**config.mk**
```make
export PLATFORM = sky130hd
export DESIGN_NAME = crc_arbiter
export DESIGN_NICKNAME = d
export VERILOG_FILES = /design/src/rtl/crc_arbiter.sv
export SDC_FILE = /design/constraint.sdc
export NUM_CORES = 1
export LEC_CHECK = 0
export ABC_CLOCK_PERIOD_IN_PS = 2150
export CELL_PAD_IN_SITES_DETAIL_PLACEMENT = 1
export CELL_PAD_IN_SITES_GLOBAL_PLACEMENT = 1
export CORE_ASPECT_RATIO = 1.5
export CORE_MARGIN = 3
export CORE_UTILIZATION = 46
export DETAILED_ROUTE_END_ITERATION = 10
export DONT_BUFFER_PORTS = 1
export GPL_TIMING_DRIVEN = 0
export PLACE_DENSITY_LB_ADDON = 0.2
export SYNTH_ARGS = -nofsm -noshare
export SYNTH_HDL_FRONTEND = slang
export SYNTH_SLANG_ARGS = --single-unit
```
**constraint.sdc**
```tcl
create_clock -name clk -period 2.15 [get_ports clk]
set_input_delay 0.3225 -clock clk [delete_from_list [all_inputs] [get_ports clk]]
set_output_delay 0.3225 -clock clk [all_outputs]
set_load 0.01 [all_outputs]
```
**src/rtl/crc_arbiter.sv**
```systemverilog
// crc_arbiter: round-robin arbiter that hands one requester job at a time to a
// shared CRC engine, ignoring stale engine-ready and aborting on timeout.
module crc_arbiter #(
   parameter int WIDTH   = 32,
   parameter int NREQ    = 4,
   parameter int MIN_LAT = WIDTH + 1,
   parameter int TIMEOUT = 64
) (
   input  logic                  clk,
   input  logic                  rst,
   input  logic [NREQ-1:0]       req_i,
   input  logic [NREQ*WIDTH-1:0] data_i,
   output logic [NREQ-1:0]       gnt_o,
   output logic [WIDTH-1:0]      crc_o,
   output logic [NREQ-1:0]       crc_valid_o,
   output logic                  err_o,
   output logic                  busy_o,
   output logic                  eng_rd_o,
   output logic [WIDTH-1:0]      eng_data_o,
   input  logic                  eng_ready_i,
   input  logic [WIDTH-1:0]      eng_crc_i
);
   localparam int IW = $clog2(NREQ);
   localparam int CW = $clog2(TIMEOUT + 1);
   localparam logic [CW-1:0] MIN_C = CW'(MIN_LAT);
   localparam logic [CW-1:0] TO_C  = CW'(TIMEOUT);
   localparam logic [1:0] IDLE = 2'd0, LOAD = 2'd1, WAIT = 2'd2, RESP = 2'd3;
   logic [1:0]    state;
   logic [CW-1:0] cnt;
   logic [IW-1:0] last, sel, win, idx;
   logic          err_q;
   // scan descending so the nearest requester after last overrides the rest
   always_comb begin
      win = last;
      idx = '0;
      for (int k = NREQ - 1; k >= 0; k--) begin
         idx = IW'((int'(last) + 1 + k) % NREQ);
         win = req_i[idx] ? idx : win;
      end
   end
   assign busy_o      = state != IDLE;
   assign eng_rd_o    = state == LOAD;
   assign crc_valid_o = state == RESP ? gnt_o : '0;
   assign err_o       = state == RESP && err_q;
   always_ff @(posedge clk or negedge rst)
      if (!rst) begin
         state      <= IDLE;
         gnt_o      <= '0;
         crc_o      <= '0;
         eng_data_o <= '0;
         cnt        <= '0;
         last       <= IW'(NREQ - 1);
         sel        <= '0;
         err_q      <= 1'b0;
      end else
         case (state)
            IDLE:
               if (|req_i) begin
                  sel        <= win;
                  gnt_o      <= '0;
                  gnt_o[win] <= 1'b1;
                  eng_data_o <= data_i[win*WIDTH +: WIDTH];
                  err_q      <= 1'b0;
                  state      <= LOAD;
               end
            LOAD: begin
               cnt   <= '0;
               state <= WAIT;
            end
            WAIT:
               if (cnt >= MIN_C && eng_ready_i) begin
                  crc_o <= eng_crc_i;
                  state <= RESP;
               end else if (cnt == TO_C) begin
                  crc_o <= '0;
                  err_q <= 1'b1;
                  state <= RESP;
               end else
                  cnt <= cnt + 1'b1;
            default: begin
               last  <= sel;
               gnt_o <= '0;
               state <= IDLE;
            end
         endcase
endmodule

```
==> results of run 1 <==
-- registers in the layout (all words and copies together), names as in the netlist --
register / cells
eng_data_o: 32
sel: 2
err_q: 1
state: 2
cnt: 7
last: 2
gnt_o: 4
crc_o: 32
-- routing by layer --
metal / up-vias / GRT usage, % / wire length [um]
met5: - / 0 / 0
met3: 19 / 8.254 / 1062
met2: 169 / 44.38 / 6703
met1: 1560 / 24.81 / 4140
met4: 0 / 9.509 / 342
li1: 1400 / - / -
-- per-stage QoR --
step	instances	area, um^2	setup WS (ps)	TNS [ps]	utilization [%]
final	490	4593	103.6	0	53.61
after floorplan	367	4124	375.4	0	-
after global placement	474	4258	62.44	0	49.70
after detailed placement	474	4258	-26.68	-30.14	49.70
after CTS	491	4584	31.44	0	53.51
after global routing	490	4593	-26.88	-265.7	53.61
-- critical path, delay by kind of cell (launching register included) --
| family | cells | cell delay (ps) |
|---|---|---|
| buffers and inverters | 4 | 730 |
| flip-flops | 1 | 510 |
| AO/OA/AOI/OAI | 3 | 420 |
| multiplexers | 1 | 230 |
-- what timing repair did --
item / in CTS / in global routing
gates cloned: 0 / 0
setup buffers: 1 / 0
setup endpoints to repair: 22 / 55
pin swaps: 1 / 0
resized for setup: 1 / 13
endpoints found under the hold margin: 82 / 82
-- layout make-up --
type / instances / area (um^2) / share of cell area (%)
sequential: 82 / 2054 / 44.73
multi-input combinational: 245 / 1886 / 41.05
clock buffer: 11 / 252.7 / 5.503
buffer: 25 / 143.9 / 3.133
tap: 107 / 133.9 / 2.915
clock inverter: 5 / 62.56 / 1.362
inverter: 14 / 52.55 / 1.144
timing repair buffer: 1 / 7.507 / 0.1634
-- final timing paths --
| check | startpoint | end | slack, ps | cells past startpoint |
|---|---|---|---|---|
| setup / recovery | last[1] | eng_data_o[8] | 100 | 8 |
| hold / removal | rst | eng_data_o[13] | -320 | 0 |
| setup reg to reg | last[1] | eng_data_o[8] | 100 | 8 |
| hold reg to reg | sel[1] | sel[1] | 490 | 2 |
| max in group asynchronous | rst | last[0] | 2280 | 0 |
| min in group clk | eng_crc_i[17] | crc_o[17] | 120 | 1 |
-- logic make-up (layout without fill, tap and decap cells) --
logic type / after synthesis / after routing
AO/OA/AOI/OAI: 97 / 97
adder cells (fa/ha/maj): 7 / 7
AND/OR/NAND/NOR: 73 / 73
flip-flops: 82 / 82
buffers and inverters: 40 / 56
multiplexers: 68 / 68
-- power by group through the flow --
stage / sequential (mW) / clock, mW / combinational, mW
final: 2.94 / 1.60 / 2.71
after global placement: 2.96 / 0 / 2.61
after global routing: 3.02 / 1.70 / 3.05
after floorplan: 2.77 / 0 / 2.14
after CTS: 2.95 / 1.63 / 2.75
after detailed placement: 2.97 / 0 / 2.73
-- placed cells by master (no fill, tap or decap), types with 2 or more instances in the layout --
cell and n:
a22o_1 33, clkinvlp_4 2, buf_6 3, buf_4 4, nand4_1 3, and2_1 5, clkbuf_2 6, ha_1 7
mux2i_1 66, clkbuf_1 6, inv_2 2, clkinv_4 2, dfstp_2 2, nand2_1 45, nor3_1 5, nor2_1 6
nand2b_1 3, a31oi_1 3, dfrtp_1 80, a21oi_1 7, o21ai_1 7, o221ai_1 32, buf_2 7, o22ai_1 2
clkbuf_16 9, mux2_2 2, o32ai_1 2, clkbuf_8 2, inv_1 12
==> flow_metrics.env, run 1 <==
export IMPL_status="finished with violations"
export IMPL_violations="hold timing"
export IMPL_setup_viol=0
export IMPL_p_clk_share_pct=22.0
export IMPL_crit_type="reg2reg"
export IMPL_hold_path_class="in2async"
export IMPL_clk_path_buf_depth=2
export IMPL_synth_top_area_share_pct=48.54
export IMPL_p_int_mw=4.352
export IMPL_num_rows=41
export IMPL_synth_top_area_cell="dfrtp_1"
export IMPL_syn_area_um2=4124
export IMPL_htree_levels=3
export IMPL_yosys_area_share_simple_pct=7.919
export IMPL_skew_ps=8.239
export IMPL_grt_max_degree=83
export IMPL_ant_nets=0
export IMPL_crit_arrival_ps=2240
export IMPL_io_buffers=0
export IMPL_vdd_drop_max_v=0.0007399
export IMPL_dieWidth_um=83.31
export IMPL_synthTopCellsByArea="dfrtp_1 (49%), mux2i_1 (16%), a22o_1 (7.0%), o221ai_1 (6.8%), nand2_1 (4.2%)"
export IMPL_fin_crit_sh_pct=95.18
export IMPL_yosys_top_cells_count="dfrtp_1 (80), mux2i_1 (66), nand2_1 (46)"
export IMPL_coreArea_um2=8567
export IMPL_antenna_found_initial=0
export IMPL_yosys_area_share_xor_xnor_pct=0
export IMPL_grt_pass1_vias=3532
export IMPL_slowest_delay_ps=510
export IMPL_grt_ovfl_total=0
export IMPL_synth_top_family_by_area="compound AO/OA/AOI/OAI gates"
export IMPL_start_util_pct=48.14
export IMPL_crit_fanout=10
export IMPL_drv_cap=0
export IMPL_p_seq_share_pct=40.6
export IMPL_synth_flop_cell="dfrtp_1"
export IMPL_maxSlewHeadroom_pct=66.71
export IMPL_synth_cells=367
export IMPL_cp_cell_sequence="buf_2, a2bb2oi_1, o221ai_2, buf_4, buf_6, buf_6, mux2i_1, o221ai_1"
export IMPL_cts_sinks=82
export IMPL_drv_slew=0
export IMPL_via_per_inst=6.424
export IMPL_synth_nets=541
export IMPL_syn_to_final_growth_pct=11.38
export IMPL_switching_share_pct=40.01
export IMPL_clk_pin_slew_worst_paths_ps=70
export IMPL_finalPower_mw=7.254
export IMPL_rsz0062_at_grt="true"
export IMPL_yosys_register_bits=82
export IMPL_cts_tree="yes"
export IMPL_hold_ws_ps=-324.9
export IMPL_crit_top_cell="buf_6"
export IMPL_final_hold_viol_count=82
export IMPL_synthMuxAreaShare_pct=16.57
export IMPL_drt_first_pass_iters=4
export IMPL_finalWeightedCongestion=0.8362
export IMPL_ys_types=39
export IMPL_drc=0
export IMPL_wl_per_cell_um=25.00
export IMPL_start_kind="flop"
export IMPL_die_h_um=122.0
export IMPL_max_freq_ghz=0.4887
export IMPL_synth_compound_area_share_pct=18.90
export IMPL_synth_async_sr_flop_share_pct=100.0
export IMPL_grt_use_total_pct=24.04
export IMPL_cts_buffers=9
export IMPL_synth_most_common_cell="dfrtp_1"
export IMPL_design_die_area_um2=10160
export IMPL_cts_root_buffer="clkbuf_16"
export IMPL_nNetsFinal=552
export IMPL_tightest_slew_ps=495.6
export IMPL_drt_initial_drc_count=121
export IMPL_p_switching_mw=2.902
export IMPL_p_leak_nw=2.137
export IMPL_diodes=0
export IMPL_dp_hpwl_mm=9.675
export IMPL_power_density_nw_per_um2=1579
export IMPL_routed_via_count=3148
export IMPL_required_ps=2340
export IMPL_fillers=924
export IMPL_ioPinCount=242
export IMPL_synth_warning_count=0
export IMPL_period_minus_slack_ps=2046
export IMPL_synth_edf_count=0
export IMPL_cp_slowest_cell="dfstp_2"
export IMPL_syn_area_per_cell_um2=11.24
export IMPL_synth_seq_area_share_pct=49.82
export IMPL_clk_latency_ps=330
export IMPL_routed_wirelength_mm=12.25
export IMPL_end_kind="flop"
export IMPL_synth_adder_area_share_pct=2.124
export IMPL_grt_pass1_wl_mm=19.22
export IMPL_drive_gt1_share_pct=12.27
export IMPL_pwr_share_comb_pct=37.4
Power figures use the tool's default switching activity.
==> inputs of run 2 (changes only) <==
--- a/config.mk
+++ b/config.mk
@@ -11,5 +11,6 @@
 export CORE_ASPECT_RATIO = 1.5
 export CORE_MARGIN = 3
-export CORE_UTILIZATION = 46
+export CORE_UTILIZATION = 48
+export CTS_BUF_LIST = sky130_fd_sc_hd__clkbuf_8
 export DETAILED_ROUTE_END_ITERATION = 10
 export DONT_BUFFER_PORTS = 1
==> constraint.sdc (replaced) <==
create_clock -name clk -period 2.15 [get_ports clk]
set_input_delay 0.3225 -clock clk [delete_from_list [all_inputs] [get_ports clk]]
set_output_delay 0.3225 -clock clk [all_outputs]
set_load 0.005 [all_outputs]
==> run 2 against run 1 <==
  * The run still ends with hold timing left
  * Die area down 3.9%
  * Fmax up 2.3%
  * Critical path type unchanged
  * Sequential power down 6%
  * Hold slack worse by 30 ps
  * Clock-buffer cell count down 2
  * Clock skew down 1.3 ps
  * Setup slack better by 46 ps
  * Register-to-register slack better by 50 ps
  * Largest cell class unchanged
  * First-iteration DRC count down 6.6%
  * Non-clock buffer count up 1
==> flow_metrics.env, run 2 (synthesis results as in run 1) <==
export IMPL_p_clk_share_pct=17.3
export IMPL_period_minus_slack_ps=2000
export IMPL_drv_cap=0
export IMPL_dp_hpwl_mm=9.512
export IMPL_grt_max_degree=83
export IMPL_setup_viol=0
export IMPL_critPathTopFamily="buffers and inverters"
export IMPL_cp_slowest_cell="dfstp_2"
export IMPL_nNetsFinal=553
export IMPL_pwr_share_comb_pct=41.1
export IMPL_die_h_um=119.5
export IMPL_start_util_pct=50.24
export IMPL_final_hold_viol_count=82
export IMPL_p_leak_nw=2.108
export IMPL_via_per_inst=6.431
export IMPL_coreArea_um2=8208
export IMPL_switching_share_pct=40.51
export IMPL_htree_levels=3
export IMPL_cts_root_buffer="clkbuf_8"
export IMPL_required_ps=2380
export IMPL_wl_per_cell_um=24.98
export IMPL_drt_first_pass_iters=4
export IMPL_routed_wirelength_mm=12.22
export IMPL_skew_ps=6.952
export IMPL_design_die_area_um2=9762
export IMPL_finalPower_mw=6.649
export IMPL_syn_to_final_growth_pct=9.466
export IMPL_drc=0
export IMPL_finish_utilization_pct=55.00
export IMPL_cp_cell_sequence="inv_2, a2bb2oi_1, o221ai_2, buf_4, buf_8, buf_8, mux2i_2, o221ai_1"
export IMPL_antenna_found_initial=0
export IMPL_hold_ws_ps=-355.1
export IMPL_violations="hold timing"
export IMPL_clk_path_buf_depth=2
export IMPL_clk_pin_slew_worst_paths_ps=90
export IMPL_max_freq_ghz=0.4999
export IMPL_vdd_drop_max_v=0.0007214
export IMPL_hold_path_class="in2async"
export IMPL_slowest_delay_ps=570
export IMPL_maxSlewHeadroom_pct=67.99
export IMPL_routed_via_count=3145
export IMPL_io_buffers=0
export IMPL_grt_use_total_pct=24.64
export IMPL_ioPinCount=242
export IMPL_grt_pass1_wl_mm=18.12
export IMPL_grt_ovfl_total=0
export IMPL_clk_latency_ps=360
export IMPL_cts_buffers=9
export IMPL_setup_tns_ps=0
export IMPL_grt_pass1_vias=3537
export IMPL_drv_slew=0
export IMPL_fillers=892
export IMPL_p_int_mw=3.955
export IMPL_status="finished with violations"
export IMPL_crit_fanout=10
export IMPL_crit_type="reg2reg"
export IMPL_p_switching_mw=2.694
export IMPL_p_seq_share_pct=41.6
export IMPL_start_kind="flop"
export IMPL_cts_sinks=82
export IMPL_dieWidth_um=81.68
export IMPL_final_cell_mix="dfrtp_1 (80), mux2i_1 (64), nand2_1 (46), a22o_1 (33), o221ai_1 (32)"
export IMPL_diodes=0
export IMPL_fin_crit_sh_pct=93.04
export IMPL_power_density_nw_per_um2=1473
export IMPL_drive_gt1_share_pct=13.54
export IMPL_finalWeightedCongestion=0.7721
export IMPL_rsz0062_at_grt="false"
export IMPL_biggestRegsByFlops="crc_o x32, eng_data_o x32, cnt x7"
export IMPL_crit_arrival_ps=2230
export IMPL_drt_initial_drc_count=113
export IMPL_ant_nets=0
export IMPL_end_kind="flop"
export IMPL_crit_top_cell="buf_8"
export IMPL_num_rows=40
export IMPL_tightest_slew_ps=476.5
export IMPL_cp_num_buf_inv=4
export IMPL_cts_tree="yes"
export IMPL_final_common_cell="dfrtp_1"
==> run 2: cell types whose count changed in the layout (fill, tap and decap cells not counted), sizes merged <==
cell	previous run	this run
clkinv	2	3
clkinvlp	2	1
buf	14	13
inv	14	16
==> run 2: power groups by stage <==
| stage | clock (mW) | combinational (mW) | sequential [mW] |
|---|---|---|---|
| 5_1_grt | 1.25 | 3.03 | 2.83 |
| 2_1_floorplan | 0 | 2.13 | 2.56 |
| 3_5_place_dp | 0 | 2.73 | 2.76 |
| 4_1_cts | 1.17 | 2.74 | 2.75 |
| 6_report | 1.15 | 2.73 | 2.77 |
| 3_3_place_gp | 0 | 2.62 | 2.75 |
==> run 2: area by class of cell <==
| class | instances | area (um^2) | area share [%] |
|---|---|---|---|
| tap | 105 | 131.4 | 2.910 |
| multi-input combinational | 245 | 1899 | 42.07 |
| clock inverter | 7 | 77.57 | 1.718 |
| sequential | 82 | 2054 | 45.51 |
| clock buffer | 9 | 123.9 | 2.744 |
| buffer | 25 | 160.2 | 3.548 |
| inverter | 14 | 52.55 | 1.164 |
| timing repair buffer | 2 | 15.01 | 0.3326 |
==> run 2: per-stage QoR <==
stage	instance area [um^2]	setup WS, ps	cells
2_1_floorplan	4124	375.4	367
3_3_place_gp	4255	69.00	472
3_5_place_dp	4255	-13.06	472
4_1_cts	4468	62.12	489
5_1_grt	4514	18.63	489
6_report	4514	149.6	489
==> run 2: what timing repair did <==
action / 4_1_cts / 5_1_grt
pin swaps: 1 / 1
gates resized for setup: 1 / 25
buffers inserted: 1 / 1
setup endpoints to repair: 36 / 67
endpoints found under the hold margin: 82 / 82
==> run 2: routing by layer <==
metal  vias to the layer above  global-route usage [%]  wire length [um]
met5                         -                       0                 0
met4                         0                   9.356               232
met3                        23                   6.907              1033
met2                       175                   45.71              6779
met1                      1544                   25.25              4172
li1                       1403                       -                 -
==> run 2: path summary, 6_finish.rpt <==
kind	start	endpoint	slack, ps	cells after the start
max in group asynchronous	rst	last[0]	2300	0
max	last[0]	eng_data_o[22]	150	8
min	rst	crc_o[22]	-360	0
max reg2reg	last[0]	eng_data_o[22]	150	8
min reg2reg	sel[1]	sel[1]	500	2
min in group clk	eng_crc_i[17]	crc_o[17]	90	1
==> inputs of run 3 (changes only) <==
CORE_ASPECT_RATIO = unset   (was 1.5)
==> run 3 against run 2 <==
  * Sequential power about the same
  * Cell count increased by 0.20%
  * Clock skew rose by 10 ps
  * Non-clock buffer count is 1 higher
  * The flow still finishes with violations (hold timing)
  * Critical endpoint is now eng_data_o[12]
  * Register-to-register slack lost 60 ps
  * Via count is 0.64% lower
  * Cell area increased by 0.11%
  * Clock power rose by 10%
  * Highest routed layer unchanged
  * Combinational power is 1% higher
  * Setup slack lost 57 ps
==> flow_metrics.env, run 3 (synthesis results as in run 1) <==
export IMPL_crit_type="reg2reg"
export IMPL_cp_cell_sequence="buf_2, a2bb2oi_1, o221ai_2, buf_6, buf_6, mux2i_1, o221ai_1"
export IMPL_final_cell_mix="dfrtp_1 (80), mux2i_1 (66), nand2_1 (46), a22o_1 (33), o221ai_1 (32)"
export IMPL_hold_ws_ps=-340.4
export IMPL_met1_usage_pct=30.32
export IMPL_drv_cap=0
export IMPL_routed_wirelength_mm=12.70
export IMPL_fillers=901
export IMPL_clk_pin_slew_worst_paths_ps=90
export IMPL_ant_nets=0
export IMPL_seq_area_um2=2054
export IMPL_io_buffers=0
export IMPL_grt_use_total_pct=25.46
export IMPL_required_ps=2360
export IMPL_cts_root_buffer="clkbuf_8"
export IMPL_crit_fanout=10
export IMPL_dieWidth_um=98.69
export IMPL_start_util_pct=49.69
export IMPL_max_freq_ghz=0.4860
export IMPL_wl_per_cell_um=25.91
export IMPL_grt_max_degree=83
export IMPL_num_rows=33
export IMPL_drive_gt1_share_pct=12.99
export IMPL_multi_input_area_um2=1892
export IMPL_via_per_inst=6.378
export IMPL_drt_first_pass_iters=6
export IMPL_final_common_cell="dfrtp_1"
export IMPL_period_minus_slack_ps=2058
export IMPL_rsz0062_at_grt="false"
export IMPL_power_density_nw_per_um2=1501
export IMPL_start_kind="flop"
export IMPL_finalPower_mw=6.784
export IMPL_dp_hpwl_mm=9.803
export IMPL_die_h_um=98.69
export IMPL_pre_cts_slack_ps=-67.58
export IMPL_vdd_drop_max_v=0.0004863
export IMPL_worst_slack_ps=92.28
export IMPL_crit_arrival_ps=2270
export IMPL_cts_sinks=82
export IMPL_ioPinCount=242
export IMPL_gr_usage_met3_pct=8.776
export IMPL_clk_latency_ps=360
export IMPL_routed_via_count=3125
export IMPL_cts_buffers=9
export IMPL_cp_slowest_cell="dfstp_2"
export IMPL_grt_ovfl_total=0
export IMPL_end_kind="flop"
export IMPL_syn_to_final_growth_pct=9.587
export IMPL_hold_path_class="in2async"
export IMPL_skew_ps=17.16
export IMPL_top_usage_layer="met2"
export IMPL_maxSlewHeadroom_pct=61.17
export IMPL_coreArea_um2=8299
export IMPL_final_hold_viol_count=82
export IMPL_status="finished with violations"
export IMPL_crit_top_cell="buf_6"
export IMPL_finalWeightedCongestion=0.8034
export IMPL_antenna_found_initial=0
export IMPL_setup_viol=0
export IMPL_tightest_slew_ps=582.4
export IMPL_globalRouteMet2Util_pct=44.25
export IMPL_p_leak_nw=2.126
export IMPL_design_die_area_um2=9740
export IMPL_diodes=0
export IMPL_fin_crit_sh_pct=95.71
export IMPL_biggestRegsByFlops="crc_o x32, eng_data_o x32, cnt x7"
export IMPL_clk_path_buf_depth=2
export IMPL_slowest_delay_ps=530
export IMPL_nNetsFinal=554
export IMPL_drt_initial_drc_count=69
export IMPL_drc=0
export IMPL_violations="hold timing"
export IMPL_htree_levels=3
export IMPL_cts_tree="yes"
export IMPL_drv_slew=0
export IMPL_grt_pass1_wl_mm=18.93
export IMPL_grt_pass1_vias=3402
## run 3: metrics by stage
| step | instances | utilization [%] | hold WS [ps] | setup TNS, ps | cell area [um^2] |
|---|---|---|---|---|---|
| after floorplan | 367 | - | 26.91 | 0 | 4124 |
| after global placement | 472 | 51.27 | 29.56 | -11.00 | 4255 |
| after detailed placement | 472 | 51.27 | 28.89 | -1366 | 4255 |
| after CTS | 489 | 54.12 | -359.5 | 0 | 4492 |
| after global routing | 490 | 54.46 | -374.2 | 0 | 4519 |
| final | 490 | 54.46 | -340.4 | 0 | 4519 |
## run 3: power by group
group	switching, mW	total, mW	internal, mW
clock	0.601	1.27	0.665
combinational	1.57	2.77	1.20
sequential	0.568	2.75	2.18
total	2.74	6.78	4.05
## run 3: routing by layer
layer  vias to the layer above  part of all wire, %  routed length [um]
met3                         9                  9.2                1169
met1                      1533                   38                4871
li1                       1403                    -                   -
met2                       180                   51                6504
met4                         0                  1.2                 149
met5                         -                    0                   0
## run 3: area by class of cell
| class | count | share of cell area, % |
|---|---|---|
| well taps | 105 | 2.907 |
| clock inverters | 7 | 2.187 |
| plain buffers | 26 | 3.350 |
| repair buffers | 2 | 0.3322 |
| multi-input cells | 245 | 41.86 |
| flip-flops and latches | 82 | 45.46 |
| inverters | 14 | 1.163 |
| clock buffers | 9 | 2.741 |
## run 3: worst paths after layout
check / endpoint / from / cells past startpoint / slack, ps
max: eng_data_o[12] / last[1] / 7 / 90
max in group asynchronous: last[1] / rst / 0 / 2290
min reg2reg: sel[1] / sel[1] / 2 / 480
min: eng_data_o[22] / rst / 0 / -340
min in group clk: crc_o[25] / eng_crc_i[25] / 1 / 90
max reg2reg: eng_data_o[12] / last[1] / 7 / 90
## run 3: repair_timing
item,4_1_cts,5_1_grt
endpoints found under the setup margin,43,50
buffers inserted,1,1
hold endpoints to repair,82,82
resized for setup,3,15
pin swaps,1,1
## run 3: critical path, delay by kind of cell, from the launching register on
kind / cells / cell delay (ps)
buf+inv: 3 / 590
flops: 1 / 530
compound gates: 3 / 530
mux: 1 / 270
